--- config.mk ---
export PLATFORM = sky130hd
export DESIGN_NAME = mem_port_arbiter
export DESIGN_NICKNAME = d
export VERILOG_FILES = /design/src/rtl/mem_port_arbiter.sv
export SDC_FILE = /design/constraint.sdc
export NUM_CORES = 1
export LEC_CHECK = 0
export CORE_UTILIZATION = 35
export CTS_CLUSTER_DIAMETER = 30
export DETAILED_ROUTE_END_ITERATION = 8
export PLACE_DENSITY = 0.72
export SLEW_MARGIN = 20
export SYNTH_ARGS = -nofsm -noshare
export SYNTH_HDL_FRONTEND = slang
export SYNTH_SLANG_ARGS = --single-unit
--- constraint.sdc ---
create_clock -name clk -period 2.3 [get_ports clk]
set_input_delay 0.575 -clock clk [delete_from_list [all_inputs] [get_ports clk]]
set_output_delay 0.575 -clock clk [all_outputs]
set_load 0.01 [all_outputs]
--- src/rtl/mem_port_arbiter.sv ---
// Arbitrates one fixed-latency single-port memory between instruction fetch and load/store.
// Data accesses win unless fetch has been starved for STARVE_LIMIT consecutive data grants.
module mem_port_arbiter #(
  parameter int unsigned WORD_WIDTH   = 32,
  parameter int unsigned ADDR_WIDTH   = 32,
  parameter int unsigned MEM_LATENCY  = 2,
  parameter int unsigned STARVE_LIMIT = 2
) (
  input  logic                  clk,
  input  logic                  rst,
  // Instruction fetch port
  input  logic                  if_req,
  input  logic [ADDR_WIDTH-1:0] if_addr,
  output logic [WORD_WIDTH-1:0] if_rdata,
  output logic                  if_ready,
  output logic                  freeze_if,
  // Load/store port
  input  logic                  mem_rd_req,
  input  logic                  mem_wr_req,
  input  logic [ADDR_WIDTH-1:0] mem_addr,
  input  logic [WORD_WIDTH-1:0] mem_wdata,
  output logic [WORD_WIDTH-1:0] mem_rdata,
  output logic                  mem_ready,
  output logic                  freeze_mem,
  // Memory command port
  output logic                  sram_en,
  output logic                  sram_we,
  output logic [ADDR_WIDTH-1:0] sram_addr,
  output logic [WORD_WIDTH-1:0] sram_wdata,
  input  logic [WORD_WIDTH-1:0] sram_rdata,
  output logic                  busy
);

  localparam int unsigned LatW    = (MEM_LATENCY > 1) ? $clog2(MEM_LATENCY) : 1;
  localparam int unsigned StarveW = $clog2(STARVE_LIMIT + 1);

  localparam logic [LatW-1:0]    LatInit   = LatW'(MEM_LATENCY - 1);
  localparam logic [StarveW-1:0] StarveMax = StarveW'(STARVE_LIMIT);

  typedef enum logic [1:0] {
    StIdle,
    StBusy,
    StResp
  } state_e;

  typedef enum logic {
    OwnIf,
    OwnData
  } owner_e;

  state_e                state_q, state_d;
  owner_e                owner_q, owner_d;
  logic [LatW-1:0]       lat_q, lat_d;
  logic [StarveW-1:0]    starve_q, starve_d;

  logic                  sram_en_q, sram_en_d;
  logic                  sram_we_q, sram_we_d;
  logic [ADDR_WIDTH-1:0] sram_addr_q, sram_addr_d;
  logic [WORD_WIDTH-1:0] sram_wdata_q, sram_wdata_d;
  logic [WORD_WIDTH-1:0] if_rdata_q, if_rdata_d;
  logic [WORD_WIDTH-1:0] mem_rdata_q, mem_rdata_d;
  logic                  if_ready_q, if_ready_d;
  logic                  mem_ready_q, mem_ready_d;
  logic                  busy_q, busy_d;

  logic data_req;
  logic grant_if;
  logic grant_data;

  // A simultaneous read and write request is treated as a write.
  assign data_req   = mem_rd_req | mem_wr_req;
  assign grant_if   = if_req & (~data_req | (starve_q == StarveMax));
  assign grant_data = data_req & ~grant_if;

  always_comb begin
    state_d      = state_q;
    owner_d      = owner_q;
    lat_d        = lat_q;
    starve_d     = starve_q;
    sram_en_d    = sram_en_q;
    sram_we_d    = sram_we_q;
    sram_addr_d  = sram_addr_q;
    sram_wdata_d = sram_wdata_q;
    if_rdata_d   = if_rdata_q;
    mem_rdata_d  = mem_rdata_q;
    if_ready_d   = 1'b0;
    mem_ready_d  = 1'b0;

    case (state_q)
      StIdle: begin
        if (grant_if) begin
          owner_d     = OwnIf;
          sram_addr_d = if_addr;
          sram_we_d   = 1'b0;
          starve_d    = '0;
        end else if (grant_data) begin
          owner_d      = OwnData;
          sram_addr_d  = mem_addr;
          sram_we_d    = mem_wr_req;
          sram_wdata_d = mem_wdata;
          if (if_req && (starve_q != StarveMax)) begin
            starve_d = starve_q + StarveW'(1);
          end
        end
        if (grant_if || grant_data) begin
          sram_en_d = 1'b1;
          lat_d     = LatInit;
          state_d   = StBusy;
        end
      end

      StBusy: begin
        if (lat_q != '0) begin
          lat_d = lat_q - LatW'(1);
        end else begin
          // Last latency cycle: read data is valid now.
          if (!sram_we_q) begin
            if (owner_q == OwnIf) begin
              if_rdata_d = sram_rdata;
            end else begin
              mem_rdata_d = sram_rdata;
            end
          end
          sram_en_d   = 1'b0;
          sram_we_d   = 1'b0;
          if_ready_d  = (owner_q == OwnIf);
          mem_ready_d = (owner_q == OwnData);
          state_d     = StResp;
        end
      end

      StResp: begin
        state_d = StIdle;
      end

      default: begin
        state_d = StIdle;
      end
    endcase

    busy_d = (state_d != StIdle);
  end

  always_ff @(posedge clk) begin
    if (rst) begin
      state_q      <= StIdle;
      owner_q      <= OwnIf;
      lat_q        <= '0;
      starve_q     <= '0;
      sram_en_q    <= 1'b0;
      sram_we_q    <= 1'b0;
      sram_addr_q  <= '0;
      sram_wdata_q <= '0;
      if_rdata_q   <= '0;
      mem_rdata_q  <= '0;
      if_ready_q   <= 1'b0;
      mem_ready_q  <= 1'b0;
      busy_q       <= 1'b0;
    end else begin
      state_q      <= state_d;
      owner_q      <= owner_d;
      lat_q        <= lat_d;
      starve_q     <= starve_d;
      sram_en_q    <= sram_en_d;
      sram_we_q    <= sram_we_d;
      sram_addr_q  <= sram_addr_d;
      sram_wdata_q <= sram_wdata_d;
      if_rdata_q   <= if_rdata_d;
      mem_rdata_q  <= mem_rdata_d;
      if_ready_q   <= if_ready_d;
      mem_ready_q  <= mem_ready_d;
      busy_q       <= busy_d;
    end
  end

  assign sram_en    = sram_en_q;
  assign sram_we    = sram_we_q;
  assign sram_addr  = sram_addr_q;
  assign sram_wdata = sram_wdata_q;
  assign if_rdata   = if_rdata_q;
  assign mem_rdata  = mem_rdata_q;
  assign if_ready   = if_ready_q;
  assign mem_ready  = mem_ready_q;
  assign busy       = busy_q;

  assign freeze_if  = ~rst & if_req & ~if_ready_q;
  assign freeze_mem = ~rst & data_req & ~mem_ready_q;

endmodule

## Word-level counts from Yosys, hierarchy flattened

Index checks and enable logic that the tools add are counted.
Widths: inputs -> output; s select.

| word-level totals | value |
|---|---|
| bits in registers | 139 |
| output and inout port bits | 135 |
| logic and storage cells | 72 |

| operators by class | value |
|---|---|
| $add $sub $neg | 2 |
| equality and inequality tests | 6 |
| multiplexer cells | 18 |
| bitwise gates (word level) | 17 |
| reduce and logical (&&, ||, !) cells | 16 |

Operators by type and width:

| operator | number |
|---|---|
| $mux 32 | 2 |
| $reduce_and 3->1 | 4 |
| $mux 2 | 5 |
| $not 1->1 | 9 |
| $reduce_and 4->1 | 2 |
| $reduce_bool 2->1 | 4 |
| $mux 1 | 7 |
| $and 1x1->1 | 6 |
| $ne 2x2->1 const B | 3 |
| $pmux 1 s2 | 3 |
| $pmux 2 s2 | 1 |
| $reduce_and 2->1 | 2 |
| $ne 3x3->1 const B | 1 |
| $reduce_or 3->1 | 1 |
| $add 2x1->2 const B | 1 |
| $eq 2x1->1 const B | 1 |
| $eq 2x2->1 const B | 1 |
| $logic_not 2->1 | 1 |
| $or 1x1->1 | 2 |
| $logic_and 1x1->1 | 1 |
| $logic_or 1x1->1 | 1 |
| $sub 1x1->1 const B | 1 |

## Longest topological paths before layout

Gate-level depths: netlist of run 1.

| depth | value |
|---|---|
| word-level depth | 10 |
| gate-level depth with buffers | 8 |
| gate-level depth less buffers | 5 |

## Least setup slack after synthesis of run 1

OpenSTA, ideal clock, no wires.

| path | value |
|---|---|
| path kind | input port to output port |
| start point | input port rst |
| end point | output port freeze_if |
| data arrival time | 1.726 ns |
| required time | 1.725 ns |
| slack | -0.001 ns |
| cell stages on the path | 5 |
| path buffers | 4 |
| path through | clkbuf_1 > clkbuf_1 > clkbuf_1 > buf_1 > nor3_1 |

| on the way | value |
|---|---|
| longest elaborated chain between the ends | 3 |

RTL lines:

| item | RTL line | source |
|---|---|---|
| start: declaration | 10 | `input logic rst,` |
| $not 1->1 | 186 | `assign freeze_if = ~rst & if_req & ~if_ready_q;` |
| $and 1x1->1 (2 in a row) | 186 |  |
| end: declaration | 16 | `output logic freeze_if,` |

No other way between the ends.

## Worst setup path in the final report of run 1

| path | value |
|---|---|
| start point | input port mem_wr_req |
| end point | output port freeze_mem |

| on the way | value |
|---|---|
| longest elaborated chain between the ends | 3 |

RTL lines:

| item | RTL line | source |
|---|---|---|
| start: declaration | 19 | `input logic mem_wr_req,` |
| $or 1x1->1 | 71 | `assign data_req = mem_rd_req \| mem_wr_req;` |
| $and 1x1->1 (2 in a row) | 187 | `assign freeze_mem = ~rst & data_req & ~mem_ready_q;` |
| end: declaration | 24 | `output logic freeze_mem,` |

No other way between the ends.

==> flow_metrics.py, run 1 <==
metrics = {
    "logic_synthesis": {
        "synth.top_cell.area_share_pct": 48.0,
        "yosysMostFrequentCell": "dfxtp_1",
        "synth_edf_count": 0,
        "synthArstFlopShare_pct": 0,
        "synth_cells": 633,
        "synth-main-ff-cell": "dfxtp_1",
        "synth_area_leaders": "dfxtp_1 48%, mux2i_1 11%, nand2b_1 10%",
        "yosys-top-cells-count": "139 x dfxtp_1, 97 x nand2b_1, 72 x a21oi_1",
        "synth.distinct_cells": 29,
        "yosys.area.top_type": "dfxtp_1",
        "synth_fp_nets": 767,
        "yosysWarningCount": 0,
        "avgSynthCellArea_um2": 9.17,
        "synth_seq_cells": 139,
        "seq_area_frac_synth_pct": 48.0,
        "netlist_area_mm2": 0.00580,
    },
    "detailed_routing": {
        "drc": 0,
        "vias": 5560,
        "ant_nets": 0,
        "dr.pass1.iters": 4,
        "drt_iter0_drc": 321,
        "wl_per_cell_um": 16.3,
        "routed_wl_mm": 17.9,
        "viasPerCell": 5.04,
    },
    "floorplanning": {
        "coreArea_mm2": 0.0161,
        "pin_count": 268,
        "initial_core_util_pct": 36.1,
        "die_w_um": 131,
        "row_count": 46,
        "die_y_um": 131,
        "die_area_mm2": 0.0171,
    },
    "sta": {
        "fmax_mhz": 456,
        "setup_ws_ns": 0.107,
        "period_minus_slack_ns": 2.19,
        "finalHoldViolations": 0,
        "hold_slack_ns": 0.469,
        "setup_viol": 0,
        "tightest_slew_ns": 0.901,
        "fin_worst_skew_ns": 0.00668,
        "final.period_utilization_pct": 95.3,
        "rsz0062_at_grt": "no",
        "relSlewSlack_pct": 39.9,
        "slew_violations": 0,
    },
    "worst_setup_path": {
        "cp_data_arrival_time_ns": 1.62,
        "max_stage_delay_ns": 0.45,
        "start_kind": "input port",
        "r2r_slack_ns": 0.38,
        "crit_path_end_kind": "primary output",
        "crit_buf_inv": 2,
        "required_ns": 1.73,
        "cp_slowest_cell": "clkdlybuf4s50_1",
        "critical_path.max_fanout": 2,
        "path_cells": "clkdlybuf4s50_1 > nor2_2 > nor3_1 > dlygate4sd2_1",
        "crit_type": "input port to primary output",
        "crit_family": "buffers and inverters",
    },
    "power_and_ir_drop": {
        "seq_power_share_pct": 39.1,
        "leakage_nw": 3.49,
        "vdd_drop_max_uv": 470,
        "total_power_w": 0.00697,
        "p_per_area_mw_per_mm2": 746,
        "swShare_pct": 26.4,
        "clkPwrFrac_pct": 39.7,
        "combinationalPowerShare_pct": 21.2,
        "p_int_w": 0.00513,
        "p_switching_w": 0.00184,
    },
    "layout": {
        "n_antenna_cell": 0,
        "register_area_mm2": 0.00278,
        "num-fill-cells": 1396,
        "area_delta_synth_final_pct": 61.1,
        "multi_input_area_mm2": 0.00277,
        "drive_gt1_share_pct": 7.32,
        "nets": 1009,
    },
    "status": {
        "outcome": "finished clean",
    },
    "global_route": {
        "grt_pass1_vias": 5154,
        "grt_antenna_before_repair": 0,
        "gr-total-overflow": 0,
        "grt_usage_pct": 20.2,
        "grt_pass1_wl_mm": 26.7,
        "grt_max_degree": 114,
    },
    "placed_design": {
        "dp_hpwl_mm": 12.0,
        "port_buffers": 267,
        "dp_slack_ns": -0.172,
        "routabilityCongestion": 0.743,
    },
    "clocking": {
        "cts_tree": "done",
        "clk_pin_slew_ns": 0.06,
        "clk-insertion-delay-late_ns": 0.41,
        "htree_levels": 4,
        "cts_buffers": 17,
        "cts-root-to-sink-buffers": 2,
        "root_buffer": "clkbuf_16",
        "clock-sinks": 139,
        "cts_setup_buffers": 0,
    },
    "run": {
        "maxCapViolCount": 0,
    },
    "min_path": {
        "hold_path_class": "flop to flop",
    },
}
-- sequential cells by signal (all words and copies together) (netlist names) --
name and flops:
if_rdata 32, sram_we 1, state_q 2, mem_ready 1
sram_addr 32, sram_en 1, starve_q 2, mem_rdata 32
lat_q 1, owner_q 1, busy 1, sram_wdata 32
if_ready 1
-- path summary, 6_finish.rpt --
path | startpoint | to | cells past startpoint
worst max-delay path | mem_wr_req | freeze_mem | 4
worst min-delay path | starve_q[0] | starve_q[0] | 2
worst max register to register | starve_q[0] | sram_addr[5] | 5
worst min register to register | starve_q[0] | starve_q[0] | 2
-- cells in the final DEF, fill, tap and decap left out, types with 2 or more instances in the layout --
cell type / instances
nor3_1: 4
buf_12: 7
mux2i_1: 64
or3b_2: 2
clkinv_2: 5
inv_1: 2
o21ai_0: 64
clkinvlp_4: 2
nand2_1: 6
clkbuf_16: 17
a311oi_1: 33
or3_1: 4
nand3_1: 64
nor2_2: 2
dlygate4sd2_1: 2
dfxtp_1: 139
a21oi_1: 72
buf_4: 16
bufinv_16: 3
clkinv_4: 4
clkdlybuf4s50_1: 264
nor3_2: 2
nand2b_1: 97
-- per-layer routing --
layer / vias up / part of all wire [%] / GRT usage, %
met5: - / 0 / 0
met3: 19 / 10 / 8.31
met4: 0 / 1.3 / 6.56
met2: 250 / 46 / 33.1
li1: 2732 / - / -
met1: 2559 / 42 / 24.0
-- timing repair --
| item | in CTS | in global routing |
|---|---|---|
| hold buffers | 0 | 0 |
| resized for setup | 2 | 0 |
| setup endpoints to repair | 2 | 0 |
-- cell type report --
cell class | instances | area share [%]
Clock buffer | 17 | 4.55
Inverter | 2 | 0.0803
Timing Repair Buffer | 289 | 31.2
Tap cell | 216 | 2.89
Multi-Input combinational cell | 426 | 29.6
Sequential cell | 139 | 29.8
Clock inverter | 15 | 1.86
-- cells by family (layout without fill, tap and decap cells) --
group / count (synthesis) / count (layout) / synth area share [%]
compound gates: 174 / 174 / 17.4
fa+ha+maj: 1 / 1 / 0.216
buf+inv: 68 / 323 / 4.90
flops: 139 / 139 / 48.0
mux: 64 / 64 / 11.0
simple gates: 187 / 187 / 18.4
-- worst register-to-register path: cells and delay by family, from the launching register on --
family / cells / cell delay (ns)
adders and majority gates: 1 / 0.27
buffers and inverters: 1 / 0.05
AOI/OAI and AO/OA: 3 / 1.16
DFF: 1 / 0.34
-- power groups by stage --
| stage | sequential (W) | clock, W | combinational (W) |
|---|---|---|---|
| after floorplan | 0.00285 | 0 | 0.000566 |
| after global placement | 0.00277 | 0 | 0.00148 |
| after detailed placement | 0.00277 | 0 | 0.00149 |
| after CTS | 0.00272 | 0.00283 | 0.00149 |
| after global routing | 0.00275 | 0.00294 | 0.00159 |
| final | 0.00272 | 0.00277 | 0.00148 |
-- metrics by stage --
step	TNS, ns	instance area [um^2]	utilization [%]	cells
finish	0	9350	58.2	1104
global route	0	9350	58.2	1104
CTS	0	9350	58.2	1104
detailed placement	-0.342	8750	54.5	1072
global placement	-0.252	8750	54.5	1072
floorplan	0	5800	-	633
Power figures use the tool's default switching activity.
==> inputs of run 2 (changes only) <==
--- a/config.mk
+++ b/config.mk
@@ -8,8 +8,8 @@
 export CORE_UTILIZATION = 35
 export CTS_CLUSTER_DIAMETER = 30
 export DETAILED_ROUTE_END_ITERATION = 8
-export PLACE_DENSITY = 0.72
-export SLEW_MARGIN = 20
+export PLACE_DENSITY = 0.7
+export SLEW_MARGIN = 5
 export SYNTH_ARGS = -nofsm -noshare
 export SYNTH_HDL_FRONTEND = slang
 export SYNTH_SLANG_ARGS = --single-unit
==> constraint.sdc (replaced) <==
create_clock -name clk -period 2.2 [get_ports clk]
set_input_delay 0.55 -clock clk [delete_from_list [all_inputs] [get_ports clk]]
set_output_delay 0.55 -clock clk [all_outputs]
set_load 0.01 [all_outputs]
==> flow_metrics.py, run 2 (synthesis gave the netlist of run 1 again) <==
metrics = {
    "status": {
        "outcome": "finished clean",
    },
    "detailed_routing": {
        "drc": 0,
        "viasPerCell": 5.10,
        "routed_wl_mm": 18.1,
        "wl_per_cell_um": 16.3,
        "ant_nets": 0,
        "drt_iter0_drc": 282,
        "dr.pass1.iters": 4,
        "vias": 5659,
    },
    "sta": {
        "slew_violations": 0,
        "fmax_mhz": 478,
        "relSlewSlack_pct": 63.0,
        "final.period_utilization_pct": 95.1,
        "finalHoldViolations": 0,
        "setup_tns_ns": 0,
        "hold_slack_ns": 0.457,
        "setup_viol": 0,
        "tightest_slew_ns": 0.555,
        "rsz0062_at_grt": "no",
        "period_minus_slack_ns": 2.09,
        "fin_worst_skew_ns": 0.0182,
    },
    "placed_design": {
        "port_buffers": 267,
        "dp_hpwl_mm": 12.1,
        "dp.cells": 1078,
        "routabilityCongestion": 0.759,
    },
    "floorplanning": {
        "coreArea_mm2": 0.0161,
        "row_count": 46,
        "pin_count": 268,
        "die_w_um": 131,
        "die_area_mm2": 0.0171,
        "initial_core_util_pct": 36.1,
        "die_y_um": 131,
    },
    "global_route": {
        "grt_antenna_before_repair": 0,
        "grt_pass1_wl_mm": 27.5,
        "gr-total-overflow": 0,
        "grt_pass1_vias": 5413,
        "grt_max_degree": 64,
        "grt_usage_pct": 20.8,
    },
    "worst_setup_path": {
        "path_common_cell": "buf_4",
        "max_stage_delay_ns": 0.48,
        "path_depth": 5,
        "cp_data_arrival_time_ns": 1.54,
        "crit_buf_inv": 4,
        "crit_path_end_kind": "primary output",
        "r2r_cells": 4,
        "crit_type": "input port to primary output",
        "cp_slowest_cell": "clkdlybuf4s50_1",
        "required_ns": 1.65,
        "start_kind": "input port",
        "path_cells": "clkdlybuf4s50_1 > inv_1 > nor3_1 > buf_4 > buf_4",
        "crit_family": "buffers and inverters",
        "critical_path.max_fanout": 2,
    },
    "layout": {
        "nets": 1015,
        "final_cells": 1109,
        "drive_gt1_share_pct": 7.73,
        "final_util_pct": 58.5,
        "final_common_cell": "clkdlybuf4s50_1",
        "n_antenna_cell": 0,
        "area_delta_synth_final_pct": 61.9,
        "final_cell_mix": "264 x clkdlybuf4s50_1, 139 x dfxtp_1, 97 x nand2b_1",
    },
    "power_and_ir_drop": {
        "vdd_drop_max_uv": 572,
        "total_power_w": 0.00721,
        "p_per_area_mw_per_mm2": 768,
        "leakage_nw": 3.51,
    },
    "min_path": {
        "hold_path_class": "flop to flop",
        "holdPathStages": 2,
    },
    "clocking": {
        "cts_tree": "done",
        "clk-insertion-delay-late_ns": 0.42,
        "htree_levels": 4,
        "cts_buffers": 17,
        "clock-sinks": 139,
        "root_buffer": "clkbuf_16",
        "cts-root-to-sink-buffers": 2,
        "clk_pin_slew_ns": 0.05,
    },
    "run": {
        "maxCapViolCount": 0,
    },
}
[run 2: power by group]
part | switching, W | internal, W | total [W]
Combinational | 0.000704 | 0.000864 | 0.00157
Clock | 0.00108 | 0.00172 | 0.00279
Sequential | 0.000114 | 0.00273 | 0.00285
[run 2: worst register-to-register path, stage by stage, from the launching register on]
cell and delay (ns):
dfxtp_1 0.32, or3b_1 0.39, or3b_2 0.51, buf_12 0.21
mux2i_1 0.16
[run 2: repair_timing]
| item | CTS | global route |
|---|---|---|
| gates resized for setup | 3 | 0 |
| endpoints found under the hold margin | 0 | 0 |
| hold buffers | 0 | 0 |
| setup buffers | 0 | 0 |
| setup endpoints to repair | 2 | 0 |
[run 2: cell type report]
type / instances / area, um^2
clock buffers: 20 / 457
clock inverters: 11 / 120
fillers: 1393 / 6670
inverters: 2 / 7.51
multi-input cells: 426 / 2760
flip-flops and latches: 139 / 2780
well taps: 216 / 270
repair buffers: 295 / 2990
[run 2: final timing paths]
| kind | slack, ns | endpoint | from |
|---|---|---|---|
| min reg2reg | 0.46 | starve_q[1] | starve_q[1] |
| max | 0.11 | freeze_if | if_req |
| min | 0.46 | starve_q[1] | starve_q[1] |
| max reg2reg | 0.50 | mem_rdata[2] | lat_q |
[run 2: layer usage]
metal	up-vias	wire length [um]	GRT usage, %
met3	29	1650	8.02
met5	-	0	0
li1	2742	-	-
met4	0	389	8.25
met2	248	8090	33.0
met1	2640	7980	25.2
[run 2: metrics by stage]
step | setup slack, ns | instance area, um^2
final | 0.108 | 9390
after global routing | 0.0343 | 9390
after CTS | 0.0977 | 9390
after detailed placement | -0.313 | 8820
after global placement | -0.292 | 8820
after floorplan | 0.0546 | 5800
==> inputs of run 3 (changes only) <==
--- a/config.mk
+++ b/config.mk
@@ -5,10 +5,12 @@
 export SDC_FILE = /design/constraint.sdc
 export NUM_CORES = 1
 export LEC_CHECK = 0
-export CORE_UTILIZATION = 35
+export CELL_PAD_IN_SITES_DETAIL_PLACEMENT = 0
+export CELL_PAD_IN_SITES_GLOBAL_PLACEMENT = 1
+export CORE_UTILIZATION = 30
 export CTS_CLUSTER_DIAMETER = 30
 export DETAILED_ROUTE_END_ITERATION = 8
-export PLACE_DENSITY = 0.7
+export PLACE_DENSITY_LB_ADDON = 0.1
 export SLEW_MARGIN = 5
 export SYNTH_ARGS = -nofsm -noshare
 export SYNTH_HDL_FRONTEND = slang
==> flow_metrics.py, run 3 (synthesis gave the netlist of run 1 again) <==
metrics = {
    "detailed_routing": {
        "vias": 5621,
        "dr.pass1.iters": 5,
        "drt_iter0_drc": 284,
        "wl_per_cell_um": 16.5,
        "routed_wl_mm": 18.9,
        "viasPerCell": 4.89,
        "ant_nets": 0,
        "drc": 0,
    },
    "sta": {
        "finalHoldViolations": 0,
        "tightest_slew_ns": 1.09,
        "hold_slack_ns": 0.472,
        "fmax_mhz": 465,
        "rsz0062_at_grt": "no",
        "setup_viol": 0,
        "fin_worst_skew_ns": 0.0116,
        "slew_violations": 0,
        "final.period_utilization_pct": 97.8,
        "relSlewSlack_pct": 27.6,
        "period_minus_slack_ns": 2.15,
    },
    "power_and_ir_drop": {
        "p_per_area_mw_per_mm2": 756,
        "total_power_w": 0.00707,
        "leakage_nw": 3.46,
        "vdd_drop_max_uv": 555,
    },
    "run": {
        "maxCapViolCount": 0,
    },
    "worst_setup_path": {
        "start_kind": "input port",
        "crit_buf_inv": 2,
        "r2r_slack_ns": 0.38,
        "path_cells": "clkdlybuf4s50_1 > nor2_2 > nor3_1 > clkdlybuf4s15_1",
        "max_stage_delay_ns": 0.51,
        "crit_path_end_kind": "primary output",
        "cp_data_arrival_time_ns": 1.60,
        "required_ns": 1.65,
        "crit_type": "input port to primary output",
        "crit_family": "buffers and inverters",
        "cp_slowest_cell": "clkdlybuf4s50_1",
        "critical_path.max_fanout": 2,
    },
    "floorplanning": {
        "pin_count": 268,
        "die_w_um": 141,
        "die_y_um": 141,
        "coreArea_mm2": 0.0188,
        "die_area_mm2": 0.0199,
        "row_count": 50,
        "initial_core_util_pct": 30.8,
    },
    "clocking": {
        "clk_pin_slew_ns": 0.06,
        "cts-root-to-sink-buffers": 2,
        "clock-sinks": 139,
        "clk-insertion-delay-late_ns": 0.42,
        "cts_setup_buffers": 0,
        "cts_tree": "done",
        "htree_levels": 4,
        "cts_buffers": 17,
        "root_buffer": "clkbuf_16",
    },
    "layout": {
        "final_cell_mix": "264 x clkdlybuf4s50_1, 139 x dfxtp_1, 97 x nand2b_1",
        "area_delta_synth_final_pct": 61.2,
        "n_antenna_cell": 0,
        "final_common_cell": "clkdlybuf4s50_1",
        "drive_gt1_share_pct": 7.42,
        "nets": 1011,
    },
    "placed_design": {
        "routabilityCongestion": 0.757,
        "port_buffers": 267,
        "dp_hpwl_mm": 13.1,
    },
    "global_route": {
        "grt_pass1_wl_mm": 29.7,
        "grt_pass1_vias": 5730,
        "grt_antenna_before_repair": 0,
        "gr-total-overflow": 0,
        "grt_max_degree": 131,
        "grt_usage_pct": 19.1,
    },
    "status": {
        "outcome": "finished clean",
    },
    "min_path": {
        "hold_path_class": "flop to flop",
    },
}
run 3: final timing paths:
path                     from      endpoint  cells past startpoint
setup / recovery   mem_wr_req    freeze_mem                      4
hold / removal    if_rdata[5]   if_rdata[5]                      2
hold reg to reg   if_rdata[5]   if_rdata[5]                      2
setup reg to reg   state_q[1]  mem_rdata[0]                      4
run 3: routing by layer:
| metal | routed length [um] | GRT usage (%) | share of wire (%) |
|---|---|---|---|
| met1 | 8170 | 23.0 | 43 |
| met2 | 9190 | 32.5 | 49 |
| met3 | 1230 | 4.96 | 6.5 |
| met4 | 325 | 7.04 | 1.7 |
| met5 | 0 | 0 | 0 |
run 3: power by group:
group          total, W  switching, W  internal, W
Combinational   0.00155      0.000702     0.000849
Sequential      0.00285      0.000121      0.00273
Clock           0.00267       0.00112      0.00155
Total           0.00707       0.00194      0.00513
run 3: what timing repair did:
action	in CTS	in global routing
resized for setup	2	1
hold buffers	0	0
setup endpoints to repair	2	1
run 3: worst register-to-register path, stage by stage, from the launching register on:
cell and delay [ns]:
dfxtp_1 0.42, or3b_1 0.40, or3b_2 0.51, buf_12 0.21, mux2i_1 0.17
run 3: layout make-up:
type	instances	area, um^2
clock inverter	14	123
sequential	139	2780
timing repair buffer	291	2920
tap	260	325
fill	1763	9480
clock buffer	17	425
multi-input combinational	426	2770
inverter	2	7.51
run 3: per-stage QoR:
step	cell area (um^2)	setup TNS (ns)	cells	setup WS, ns	util [%]
floorplan	5800	0	633	0.0546	-
global placement	8810	-0.420	1118	-0.239	46.8
detailed placement	8810	-0.574	1118	-0.265	46.8
CTS	9350	0	1149	0.0238	49.7
global route	9350	0	1149	0.00265	49.7
finish	9350	0	1149	0.0478	49.7
